===== config.mk =====
export PLATFORM = sky130hd
export DESIGN_NAME = led_fader
export DESIGN_NICKNAME = d
export VERILOG_FILES = /design/src/rtl/led_fader.sv
export SDC_FILE = /design/constraint.sdc
export NUM_CORES = 1
export LEC_CHECK = 0
export ABC_AREA = 1
export CELL_PAD_IN_SITES_DETAIL_PLACEMENT = 0
export CELL_PAD_IN_SITES_GLOBAL_PLACEMENT = 1
export CORE_MARGIN = 2
export CORE_UTILIZATION = 35
export CTS_CLUSTER_SIZE = 14
export DETAILED_ROUTE_END_ITERATION = 12
export HOLD_SLACK_MARGIN = 0.1
export MAX_ROUTING_LAYER = met4
export PLACE_DENSITY_LB_ADDON = 0.1
export SETUP_SLACK_MARGIN = 0.4
export SYNTH_ARGS = -nofsm -noshare
export SYNTH_HDL_FRONTEND = slang
export SYNTH_SLANG_ARGS = --single-unit

===== constraint.sdc =====
create_clock -name clk -period 3.36 [get_ports clk]
set_input_delay 0.672 -clock clk [delete_from_list [all_inputs] [get_ports clk]]
set_output_delay 0.672 -clock clk [all_outputs]
set_load 0.05 [all_outputs]

===== src/rtl/led_fader.sv =====
// led_fader: per-LED PWM output stage with brightness control and a decaying
// afterglow tail for the chasing-LED pattern generator.
// Optional build macro LED_FADER_GAMMA_EN: compare a squared (perceptual)
// level against the PWM counter instead of the linear level.
module led_fader #(
  parameter int unsigned PWM_BITS   = 8,
  parameter int unsigned DECAY_DIV  = 50000,
  parameter int unsigned DECAY_STEP = 16
) (
  input  logic                clk,
  input  logic                rst,
  input  logic [7:0]          pattern_n,
  input  logic                enable,
  input  logic [PWM_BITS-1:0] max_level,
  output logic [7:0]          led_out_n,
  output logic                glow_active
);

  localparam int unsigned DCW = (DECAY_DIV > 1) ? $clog2(DECAY_DIV) : 1;
  localparam logic [PWM_BITS-1:0] PWM_LAST   = {{(PWM_BITS-1){1'b1}}, 1'b0};
  localparam logic [DCW-1:0]      DECAY_LAST = DCW'(DECAY_DIV - 1);
  localparam logic [PWM_BITS-1:0] STEP_W     = PWM_BITS'(DECAY_STEP);

  logic [PWM_BITS-1:0] pwm_cnt_q, pwm_cnt_d;
  logic [DCW-1:0]      decay_cnt_q, decay_cnt_d;
  logic [PWM_BITS-1:0] level_q [8];
  logic [PWM_BITS-1:0] level_d [8];
  logic [PWM_BITS-1:0] cmp_level [8];
  logic [7:0]          led_out_q, led_out_d;
  logic                glow_q, glow_d;
  logic                tick;

  // PWM period counter (skips the all-ones value) and decay tick divider
  always_comb begin
    tick        = (decay_cnt_q == DECAY_LAST);
    pwm_cnt_d   = (pwm_cnt_q == PWM_LAST) ? '0 : pwm_cnt_q + PWM_BITS'(1);
    decay_cnt_d = tick ? '0 : decay_cnt_q + DCW'(1);
    if (!enable) begin
      pwm_cnt_d   = '0;
      decay_cnt_d = '0;
    end
  end

  // Per-channel level: lit loads max_level (beats a tick), else saturating decay
  always_comb begin
    for (int unsigned i = 0; i < 8; i++) begin
      level_d[i] = level_q[i];
      if (!enable) begin
        level_d[i] = '0;
      end else if (!pattern_n[i]) begin
        level_d[i] = max_level;
      end else if (tick) begin
        level_d[i] = (32'(level_q[i]) > DECAY_STEP) ? level_q[i] - STEP_W : '0;
      end
    end
  end

`ifdef LED_FADER_GAMMA_EN
  logic [2*PWM_BITS-1:0] level_sq [8];

  // Perceptual level: square of the level scaled back to PWM_BITS
  always_comb begin
    for (int unsigned i = 0; i < 8; i++) begin
      level_sq[i]  = (2*PWM_BITS)'(level_q[i]) * (2*PWM_BITS)'(level_q[i]);
      cmp_level[i] = level_sq[i][2*PWM_BITS-1:PWM_BITS];
    end
  end
`else
  // Linear level drives the PWM comparison directly
  always_comb begin
    for (int unsigned i = 0; i < 8; i++) begin
      cmp_level[i] = level_q[i];
    end
  end
`endif

  // Next output pins and glow flag, derived from the current registers
  always_comb begin
    glow_d = 1'b0;
    for (int unsigned i = 0; i < 8; i++) begin
      led_out_d[i] = ~(cmp_level[i] > pwm_cnt_q);
      glow_d       = glow_d | (level_q[i] != '0);
    end
    if (!enable) begin
      led_out_d = '1;
      glow_d    = 1'b0;
    end
  end

  // State registers, cleared asynchronously by rst low
  always_ff @(posedge clk or negedge rst) begin
    if (!rst) begin
      pwm_cnt_q   <= '0;
      decay_cnt_q <= '0;
      level_q     <= '{default: '0};
      led_out_q   <= '1;
      glow_q      <= 1'b0;
    end else begin
      pwm_cnt_q   <= pwm_cnt_d;
      decay_cnt_q <= decay_cnt_d;
      level_q     <= level_d;
      led_out_q   <= led_out_d;
      glow_q      <= glow_d;
    end
  end

  assign led_out_n   = led_out_q;
  assign glow_active = glow_q;

endmodule


# Word level (Yosys, flattened, before mapping)
# Cells that the tools add are included.
[word_totals]
register_bits = 97
input_bits = 19
[op_classes]
n_eq_ne = 10
reduce_logical = 8
addsub = 10
mux = 38
n_lt_le_gt_ge = 16
bitwise_logic = 15
[op_table]
columns = ["operator", "count"]
rows = [
  ["8-bit two-way mux", 35],
  ["8-bit by 5-bit > comparator with 1-bit output (second input constant)", 8],
  ["8-bit > comparator", 8],
  ["8-bit nonzero test", 8],
  ["8-bit by 5-bit subtractor with 8-bit output (second input constant)", 8],
  ["16-bit two-way mux", 2],
  ["3-bit by 2-bit != test with 1-bit output (second input constant)", 8],
  ["16-bit by 1-bit adder with 16-bit output (second input constant)", 1],
  ["16-bit equality test (second input constant)", 1],
  ["8-bit by 1-bit adder with 8-bit output (second input constant)", 1],
  ["8-bit equality test (second input constant)", 1],
  ["1-bit inverter", 8],
  ["1-bit bitwise OR", 7],
  ["1-bit two-way mux", 1],
]

# Longest topological paths before layout
# Gate-level depths: netlist (run 1).
[logic_depth]
word_depth = 9
ltp_mapped = 9
mapped_depth_nobuf = 9

# Least setup slack after synthesis (run 1)
# OpenSTA, ideal clock, no wires.
[synth_path]
path_type = "input port to flip-flop"
start = "input enable"
end = "register level_q, in the netlist cmp_level[62]"
stages = 6
n_path_buf = 2
setup_time_ns = 0.118
setup_slack_ns = 1.898
arrival_ns = 1.344
path_cell_list = "buf_2 > inv_2 > buf_2 > a21oi_1 > nand3_1 > nand2_1"
[synth_via]
elab_chain_cells = 1
elab_cells_between_ends = 2
[synth_lines]
columns = ["item", "line_no", "source"]
rows = [
  ["start: declaration", "13", "input logic enable,"],
  ["3-bit by 2-bit != test with 1-bit output (no source line) / 8-bit two-way mux (equally long branches)", "-", ""],
  ["end signal: assignment", "101", "level_q <= level_d;"],
  ["end: declaration", "26", "logic [PWM_BITS-1:0] level_q [8];"],
]
# Parallel ways exist; a longest one is shown, timed or not.
# A chain may end at the register's enable or synchronous reset.

# Worst setup path after layout (run 1)
[layout_path]
start = "register led_out_q[7] (netlist: led_out_n[7])"
end = "output led_out_n[7]"
[layout_lines]
columns = ["item", "line_no", "source"]
rows = [
  ["start: declaration", "29", "logic [7:0] led_out_q, led_out_d;"],
  ["start signal: assignment", "102", "led_out_q <= led_out_d;"],
  ["end: declaration", "15", "output logic [7:0] led_out_n,"],
]
# No word-level cell between the ends.

==> results of run 1 <==
[state kept, by name (all words and copies together), names as in the netlist]
| name | count |
|---|---|
| pwm_cnt_q | 8 |
| cmp_level | 64 |
| decay_cnt_q | 16 |
| led_out_n | 8 |
| glow_active | 1 |
[synth_stat cells (all sizes together)]
library cell and n:
a211oi 1, nand2 343, ha 83, nor2 102, clkinv 3, nand4 19, o21bai 1, buf 6
a21oi 51, nor3b 2, nand3b 5, nand3 96, o21a 1, nor4 1, a31oi 7, xor2 14
o21ai 19, xnor2 2, a21o 7, inv 137, dfstp 8, nor3 9, dfrtp 89
[per-stage QoR]
step / total power, W / hold WS [ns] / setup WS (ns)
floorplan: 0.00203 / 0.376 / 1.90
global route: 0.00356 / 0.422 / 0.977
finish: 0.00333 / 0.360 / 1.01
global placement: 0.00233 / 0.457 / 1.17
detailed placement: 0.00233 / 0.464 / 1.15
CTS: 0.00338 / 0.391 / 0.986
[worst min-delay path by stage]
stage	end	from	slack, ns	depth (start not counted)
3_5_place_dp	decay_cnt_q[0]	decay_cnt_q[0]	0.46	1
6_report	decay_cnt_q[11]	rst	0.36	1
5_1_grt	decay_cnt_q[14]	rst	0.42	1
2_1_floorplan	cmp_level[0]	rst	0.38	0
3_3_place_gp	decay_cnt_q[0]	decay_cnt_q[0]	0.46	1
4_1_cts	decay_cnt_q[14]	rst	0.39	1
[per-layer routing]
layer / wire (um) / share of wire [%]
met5: 0 / 0
met4: 242 / 1.2
met3: 630 / 3.1
met2: 9500 / 46
met1: 10200 / 50
[power by group through the flow]
stage / Combinational [W] / Clock [W] / Sequential, W
2_1_floorplan: 0.000601 / 0 / 0.00143
3_3_place_gp: 0.000949 / 0 / 0.00138
3_5_place_dp: 0.000946 / 0 / 0.00138
4_1_cts: 0.000950 / 0.00106 / 0.00136
5_1_grt: 0.00108 / 0.00111 / 0.00137
6_report: 0.000938 / 0.00104 / 0.00136
[cells by family after synthesis]
logic type / after synthesis
simple gates: 577
fa+ha+maj: 83
flops: 97
buf+inv: 146
xor+xnor: 16
compound gates: 87
[layout make-up]
class,instances,area (um2),share of cell area (%)
timing repair buffer,34,320,3.99
sequential,97,2440,30.3
multi-input combinational,763,4130,51.4
tap,270,338,4.20
inverter,140,527,6.55
clock inverter,2,12.5,0.156
clock buffer,14,274,3.41
==> results.txt, run 1 <==
via count - 6334
Placer Congestion - 0.803
final core occ - 40.0%
max_slew headroom - 45.7%
Top Usage Layer GRT - met2
WP depth - 1
Post-CTS Setup Bufs - 0
Num CTS Buffers - 9
synth warn - 0
cell family with most CP delay - buffers and inverters
cells after synthesis - 1006
r2r startpoint - pwm_cnt_q[5]
first-pass GRT wire length - 33.3 mm
Hold Buf Count CTS - 0
Final min period - 2.35 ns
Fill cells - 2168
Synth Area in Compound Gates - 7.27%
Gate power share - 28.1%
most common cell after layout, fill and taps aside - nand2_1
area leader, netlist - dfrtp_1
Area growth syn-to-layout - 12.9%
Port Buffers - 27
CP Capture Type - primary output
Fin. Hold Viols - 0
Die Y - 147 um
CTS clk-pin slew, worst paths - 0.07 ns
Congestion Overflow GR - 0
# placed instances - 1304
Sw Pwr - 0.00115 W
Req. time, crit path - 2.69 ns
Crit Path Max Fanout - 1
Slew @ Worst Pin - 0.814 ns
setup TNS - 0 ns
RSZ-0062 raised after global routing - no
reg-to-reg endpoint - led_out_n[3]
Yosys top cell area share - 31.3%
Hold Path Class - in2async
# DRC - 0
Starting Density - 35.4%
row count - 52
P_int - 0.00218 W
critical path capture point - led_out_n[7]
Post-Synth Simple-Gate Area - 34.1%
commonest cells after routing, fill and taps aside - nand2_1 (331), inv_1 (125), nor2_1 (97)
Peak Freq - 0.425 GHz
post-synthesis mux area share - 0%
clk buf depth - 2
synthesized cell area - 7120 um2
largest net degree at the start of global routing - 50
Core ar. - 20100 um2
CTS tree - built
Clock Tree Root - clkbuf_16
register share of total power - 40.8%
ANT cells - 0
Post-Synth XOR/XNOR Area - 1.97%
Setup violations, final - 0
H-tree levels - 3
largest family of logic cells by synthesized area - simple AND/OR/NAND/NOR gates
R2R cell count - 7
Pleak - 4.30 nW
met3 Use GR - 3.13%
syn avg cell area - 7.08 um2
R2R setup slack - 1.45 ns
via-per-instance ratio - 4.80
post-detail-place hpwl - 14.8 mm
WS Path Type - reg2out
met2 GRT Util - 33.6%
CTS-repair resized insts - 0
maximum VDD drop - 0.234 mV
clock group share of total power - 31.0%
post-route ant nets - 0
drt wl/cell - 15.6 um
register area share after synthesis - 34.2%
CP cell instances - clkdlybuf4s50_1
global-route usage over all layers - 20.6%
CP max stage delay - 0.80 ns
Iter 0 DRT Violations - 264
WL final - 20.6 mm
nets - 1147
die area - 21500 um2
vias in the first global route - 6189
top cells by area, synth - dfrtp_1 (31%), nand2_1 (17%), ha_1 (15%), nand3_1 (6.7%), inv_1 (6.6%)
Non-Filler Instances - 1320
status - finished clean
io pins - 28
layout cells sized above 1 - 6.19%
Synth Area in Adders - 14.6%
Worst setup SP type - flip-flop
DR pass1 iterations - 4
Worst-Skew Late Latency - 0.36 ns
syn nets - 1108
Area after DPL - 7750 um2
Clock Skews - 0.00935 ns
Critical path buffers and inverters - 1
synthesis-stage register bit count - 97
Die W - 147 um
max_cap viols - 0
GR Layer Usage met1 - 27.3%
Crit-path slowest cell - clkdlybuf4s50_1
unique cell type count in the Yosys netlist - 33
clk sinks - 97
fin crit share - 70.0%
initial antenna violation count - 0
power per cell area - 415 nW/um2
Arr. time, crit path - 1.68 ns
crit path launch - led_out_n[7]
Switching Share - 34.6%
final instance area - 8040 um2
Final Max Slew Viols - 0
Note: power is estimated with default switching activity, not from simulation.
==> run 2: changes to the inputs <==
clock period = 2.45 ns   (was 3.36 ns; I/O delays follow)
==> run 2 against run 1 <==
  * Wire length down 1.4%
  * Die area unchanged
  * Hold slack better by 0.11 ns
  * Combinational power up 34%
  * First-iteration DRC count down 13%
  * Sequential share of layout area about the same
  * Critical path type unchanged
  * Largest cell class unchanged
==> results.txt, run 2 (synthesized netlist as in run 1, its figures left out) <==
max_cap viols - 0 (unchanged)
Critical path buffers and inverters - 1 (unchanged)
Crit-path slowest cell - clkdlybuf4s50_1
Clock Skews - 0.00922 ns (-0.000127 ns)
Port Buffers - 27 (unchanged)
power per cell area - 556 nW/um2 (+34%)
Peak Freq - 0.511 GHz
first-pass GRT wire length - 33.1 mm (-0.41%)
Placer Congestion - 0.807 (+0.50%)
via-per-instance ratio - 4.75 (-1.1%)
Worst-Skew Late Latency - 0.35 ns (about the same)
fin crit share - 79.8%
DR pass1 iterations - 4 (unchanged)
WS Path Type - reg2out
Pleak - 4.31 nW (+0.16%)
Iter 0 DRT Violations - 231 (-13%)
Crit Path Max Fanout - 1 (unchanged)
Hold Path Class - reg2reg
setup slack after layout - 0.494 ns (-0.514 ns)
CP cell instances - clkdlybuf4s50_1
Fill cells - 2146 (-1.0%)
WL final - 20.3 mm (-1.4%)
setup TNS - 0 ns (unchanged)
CP Capture Type - primary output
via count - 6284 (-0.79%)
Slew @ Worst Pin - 0.845 ns (+0.0311 ns)
Fin. Hold Viols - 0 (unchanged)
Final min period - 1.96 ns
R2R setup slack - 0.59 ns (-0.86 ns)
clk sinks - 97 (unchanged)
io pins - 28 (unchanged)
# DRC - 0 (unchanged)
H-tree levels - 3 (unchanged)
layout cells sized above 1 - 6.17% (-0.023 points)
Largest register FFs - 64 (unchanged)
largest net degree at the start of global routing - 41 (-18%)
Congestion Overflow GR - 0 (unchanged)
CP max stage delay - 0.79 ns (about the same)
Setup violations, final - 0 (unchanged)
nets - 1151 (+0.35%)
Worst setup SP type - flip-flop
Die W - 147 um (unchanged)
maximum VDD drop - 0.339 mV (+45%)
Arr. time, crit path - 1.47 ns (-0.21 ns)
cell family with most CP delay - buffers and inverters
CTS clk-pin slew, worst paths - 0.07 ns (about the same)
drt wl/cell - 15.4 um (-1.7%)
vias in the first global route - 6200 (+0.18%)
Post-CTS Setup Bufs - 0 (unchanged)
Req. time, crit path - 1.96 ns (-0.73 ns)
CTS tree - built
commonest cells after routing, fill and taps aside - nand2_1 (331), inv_1 (125), nor2_1 (97)
Area growth syn-to-layout - 13.0%
most common cell after layout, fill and taps aside - nand2_1
RSZ-0062 raised after global routing - no
post-route ant nets - 0 (unchanged)
Die Y - 147 um (unchanged)
initial antenna violation count - 0 (unchanged)
Core ar. - 20100 um2 (unchanged)
Starting Density - 35.4% (unchanged)
status - finished clean
Final Max Slew Viols - 0 (unchanged)
clk buf depth - 2 (unchanged)
Num CTS Buffers - 9 (unchanged)
global-route usage over all layers - 20.4% (-0.20 points)
max_slew headroom - 43.6% (-2.1 points)
ANT cells - 0 (unchanged)
die area - 21500 um2 (unchanged)
post-detail-place hpwl - 14.9 mm (+0.64%)
row count - 52 (unchanged)
Clock Tree Root - clkbuf_16
pre-CTS WS - 0.419 ns (-0.735 ns)
[run 2: repair_timing]
action                                  4_1_cts  5_1_grt
gates resized for setup                       8        0
endpoints found under the setup margin        8        0
hold buffers                                  1        0
endpoints found under the hold margin        18        0
[run 2: power by group]
group	leakage, nW	total [W]	switching (W)	internal [W]
logic	2.91	0.00126	0.000801	0.000462
clock network	0.128	0.00135	0.000634	0.000720
registers	1.27	0.00186	0.000122	0.00174
total	4.31	0.00448	0.00156	0.00292
[run 2: per-layer routing]
layer | track usage (%) | vias up | wire [um]
met5 | - | - | 0
met4 | 5.05 | 0 | 254
met3 | 2.03 | 15 | 373
met2 | 32.4 | 55 | 9230
met1 | 28.0 | 2900 | 10500
li1 | - | 3314 | -
[run 2: path summary, 6_finish.rpt]
check	startpoint	endpoint	cells after the start
worst max-delay path	glow_active	glow_active	1
worst min-delay path	decay_cnt_q[0]	decay_cnt_q[0]	1
worst max register to register	pwm_cnt_q[5]	led_out_n[3]	7
worst min register to register	decay_cnt_q[0]	decay_cnt_q[0]	1
max in group asynchronous	rst	led_out_n[4]	3
min in group asynchronous	rst	decay_cnt_q[15]	2
[run 2: cell type report]
class	instances	area (um2)	area share [%]
Clock inverter	1	5.00	0.0622
Clock buffer	15	258	3.20
Inverter	140	527	6.55
Sequential cell	97	2440	30.3
Tap cell	270	338	4.20
Timing Repair Buffer	38	355	4.42
Multi-Input combinational cell	763	4130	51.3
[run 2: through the flow]
step	hold slack, ns	area (um2)	power (W)	std cells	utilization [%]
finish	0.472	8050	0.00448	1324	40.0
global route	0.479	8050	0.00481	1324	40.0
CTS	0.472	8050	0.00455	1324	40.0
detailed placement	0.412	7780	0.00319	1307	38.7
global placement	0.409	7780	0.00319	1307	38.7
floorplan	0.194	7120	0.00279	1006	-
==> run 3: changes to the inputs <==
clock period = 2 ns   (was 2.45 ns; I/O delays follow)
==> run 3 against run 2 <==
  * Critical path depth grew 6
  * Total power rose by 30%
  * Combinational power is 32% higher
  * Setup slack lost 0.053 ns
  * Sequential share of layout area is 1.3 points lower
  * Clock-buffer cell count down 1
  * Wire length grew 0.27%
  * First-iteration DRC count increased by 18%
  * Sequential power grew 23%
  * Via count is 0.49% higher
  * Hold slack got worse by 0.36 ns
  * Clock skew shrank 0.0019 ns
  * Critical path type is now reg2reg
  * Largest cell class unchanged
  * Largest power group unchanged
==> results.txt, run 3 (synthesized netlist as in run 1, its figures left out) <==
Crit Path Max Fanout - 7 (+6)
CP cell instances - clkinvlp_4 -> buf_4 -> ha_1 -> a21oi_1 -> o21ai_1 -> a21o_1 -> nand2_1
H-tree levels - 3 (unchanged)
CP Capture Type - flip-flop
Placer Congestion - 0.802 (-0.66%)
WL final - 20.4 mm (+0.27%)
initial antenna violation count - 0 (unchanged)
row count - 52 (unchanged)
via count - 6315 (+0.49%)
Port Buffers - 27 (unchanged)
# placed instances - 1321 (+1.1%)
largest net degree at the start of global routing - 98 (+140%)
Arr. time, crit path - 1.85 ns (+0.38 ns)
commonest cells after routing, fill and taps aside - nand2_1 (326), inv_1 (123), nor2_1 (90), nand3_1 (90), dfrtp_1 (86)
final instance area - 8430 um2 (+4.8%)
WS Path Type - reg2reg
drt wl/cell - 15.2 um (-1.1%)
setup TNS - 0 ns (unchanged)
CTS tree - built
Fin. Hold Viols - 0 (unchanged)
max_cap viols - 0 (unchanged)
Non-Filler Instances - 1342 (+1.4%)
Num CTS Buffers - 9 (unchanged)
Iter 0 DRT Violations - 272 (+18%)
nets - 1169 (+1.6%)
most common cell after layout, fill and taps aside - nand2_1
global-route usage over all layers - 20.5% (+0.058 points)
Clock Tree Root - clkbuf_16
register area - 2440 um2 (+0.15%)
DR pass1 iterations - 4 (unchanged)
Setup violations, final - 0 (unchanged)
Worst setup SP type - flip-flop
via-per-instance ratio - 4.71 (-0.85%)
Req. time, crit path - 2.29 ns (+0.33 ns)
R2R cell count - 7 (unchanged)
post-detail-place hpwl - 14.7 mm (-1.6%)
Die Y - 147 um (unchanged)
status - finished clean
Crit-path slowest cell - dfrtp_1
Pleak - 4.45 nW (+3.2%)
ANT cells - 0 (unchanged)
Multi-input gate area - 4310 um2 (+4.3%)
Final min period - 1.56 ns
Final Max Slew Viols - 0 (unchanged)
max_slew headroom - 62.5% (+19 points)
CTS clk-pin slew, worst paths - 0.07 ns (about the same)
io pins - 28 (unchanged)
CP max stage delay - 0.42 ns (-0.37 ns)
RSZ-0062 raised after global routing - yes
Largest register FFs - 64 (unchanged)
clk buf depth - 2 (unchanged)
post-route ant nets - 0 (unchanged)
total power - 0.00580 W (+30%)
Area growth syn-to-layout - 18.4%
die area - 21500 um2 (unchanged)
Die W - 147 um (unchanged)
vias in the first global route - 6268 (+1.1%)
maximum VDD drop - 0.453 mV (+33%)
# DRC - 0 (unchanged)
layout cells sized above 1 - 12.2% (+6.1 points)
fin crit share - 77.9%
Area after DPL - 7900 um2 (+1.4%)
Starting Density - 35.4% (unchanged)
Hold Path Class - in2async
power per cell area - 688 nW/um2 (+24%)
Congestion Overflow GR - 0 (unchanged)
final core occ - 41.9% (+1.9 points)
Clock Skews - 0.00735 ns (-0.00187 ns)
Slew @ Worst Pin - 0.562 ns (-0.283 ns)
clk sinks - 97 (unchanged)
Core ar. - 20100 um2 (unchanged)
Worst-Skew Late Latency - 0.35 ns (about the same)
Hold Buf Count CTS - 0 (-1)
Peak Freq - 0.641 GHz
first-pass GRT wire length - 33.2 mm (+0.17%)
Fill cells - 2164 (+0.84%)
run 3: layer usage:
layer	GRT usage (%)	vias up	routed length [um]
met5	-	-	0
met4	5.19	0	352
met3	2.84	22	579
met2	34.1	66	9610
met1	26.2	2879	9860
li1	-	3348	-
run 3: cell type report:
cell class / instances / share of cell area [%]
Timing Repair Buffer: 56 / 5.91
Inverter: 140 / 6.41
Sequential cell: 97 / 28.9
Tap cell: 270 / 4.01
Multi-Input combinational cell: 763 / 51.1
Clock inverter: 2 / 0.415
Clock buffer: 14 / 3.25
run 3: stage by stage:
stage          hold WS (ns)  worst slack (ns)
2_1_floorplan         0.104             0.647
3_3_place_gp          0.457             0.183
3_5_place_dp          0.459             0.188
4_1_cts               0.150             0.380
5_1_grt               0.173             0.355
6_report              0.110             0.441
run 3: repair_timing:
| item | in CTS | in global routing |
|---|---|---|
| gates resized for setup | 12 | 44 |
| endpoints found under the setup margin | 68 | 87 |
| setup buffers | 4 | 1 |
| hold endpoints to repair | 0 | 0 |
| pin swaps | 1 | 3 |
run 3: final timing paths:
check	from	endpoint	slack, ns
min in group clk	decay_cnt_q[0]	decay_cnt_q[0]	0.47
worst max register to register	pwm_cnt_q[3]	led_out_n[0]	0.44
worst max-delay path	pwm_cnt_q[3]	led_out_n[0]	0.44
worst min-delay path	rst	decay_cnt_q[14]	0.11
worst min register to register	decay_cnt_q[0]	decay_cnt_q[0]	0.47
max in group asynchronous	rst	pwm_cnt_q[0]	1.44
run 3: power breakdown:
part	total [W]	internal (W)	switching [W]
Clock	0.00186	0.00107	0.000789
Sequential	0.00228	0.00213	0.000153
Combinational	0.00166	0.000636	0.00102
Total	0.00580	0.00384	0.00196
run 3: critical path: cells and delay by family, from the launching register on:
family                     cells  cell delay [ns]
DFF                            1             0.42
AOI/OAI and AO/OA              3             0.39
adders and majority gates      1             0.32
buffers and inverters          2             0.31
and+or+nand+nor                1             0.08
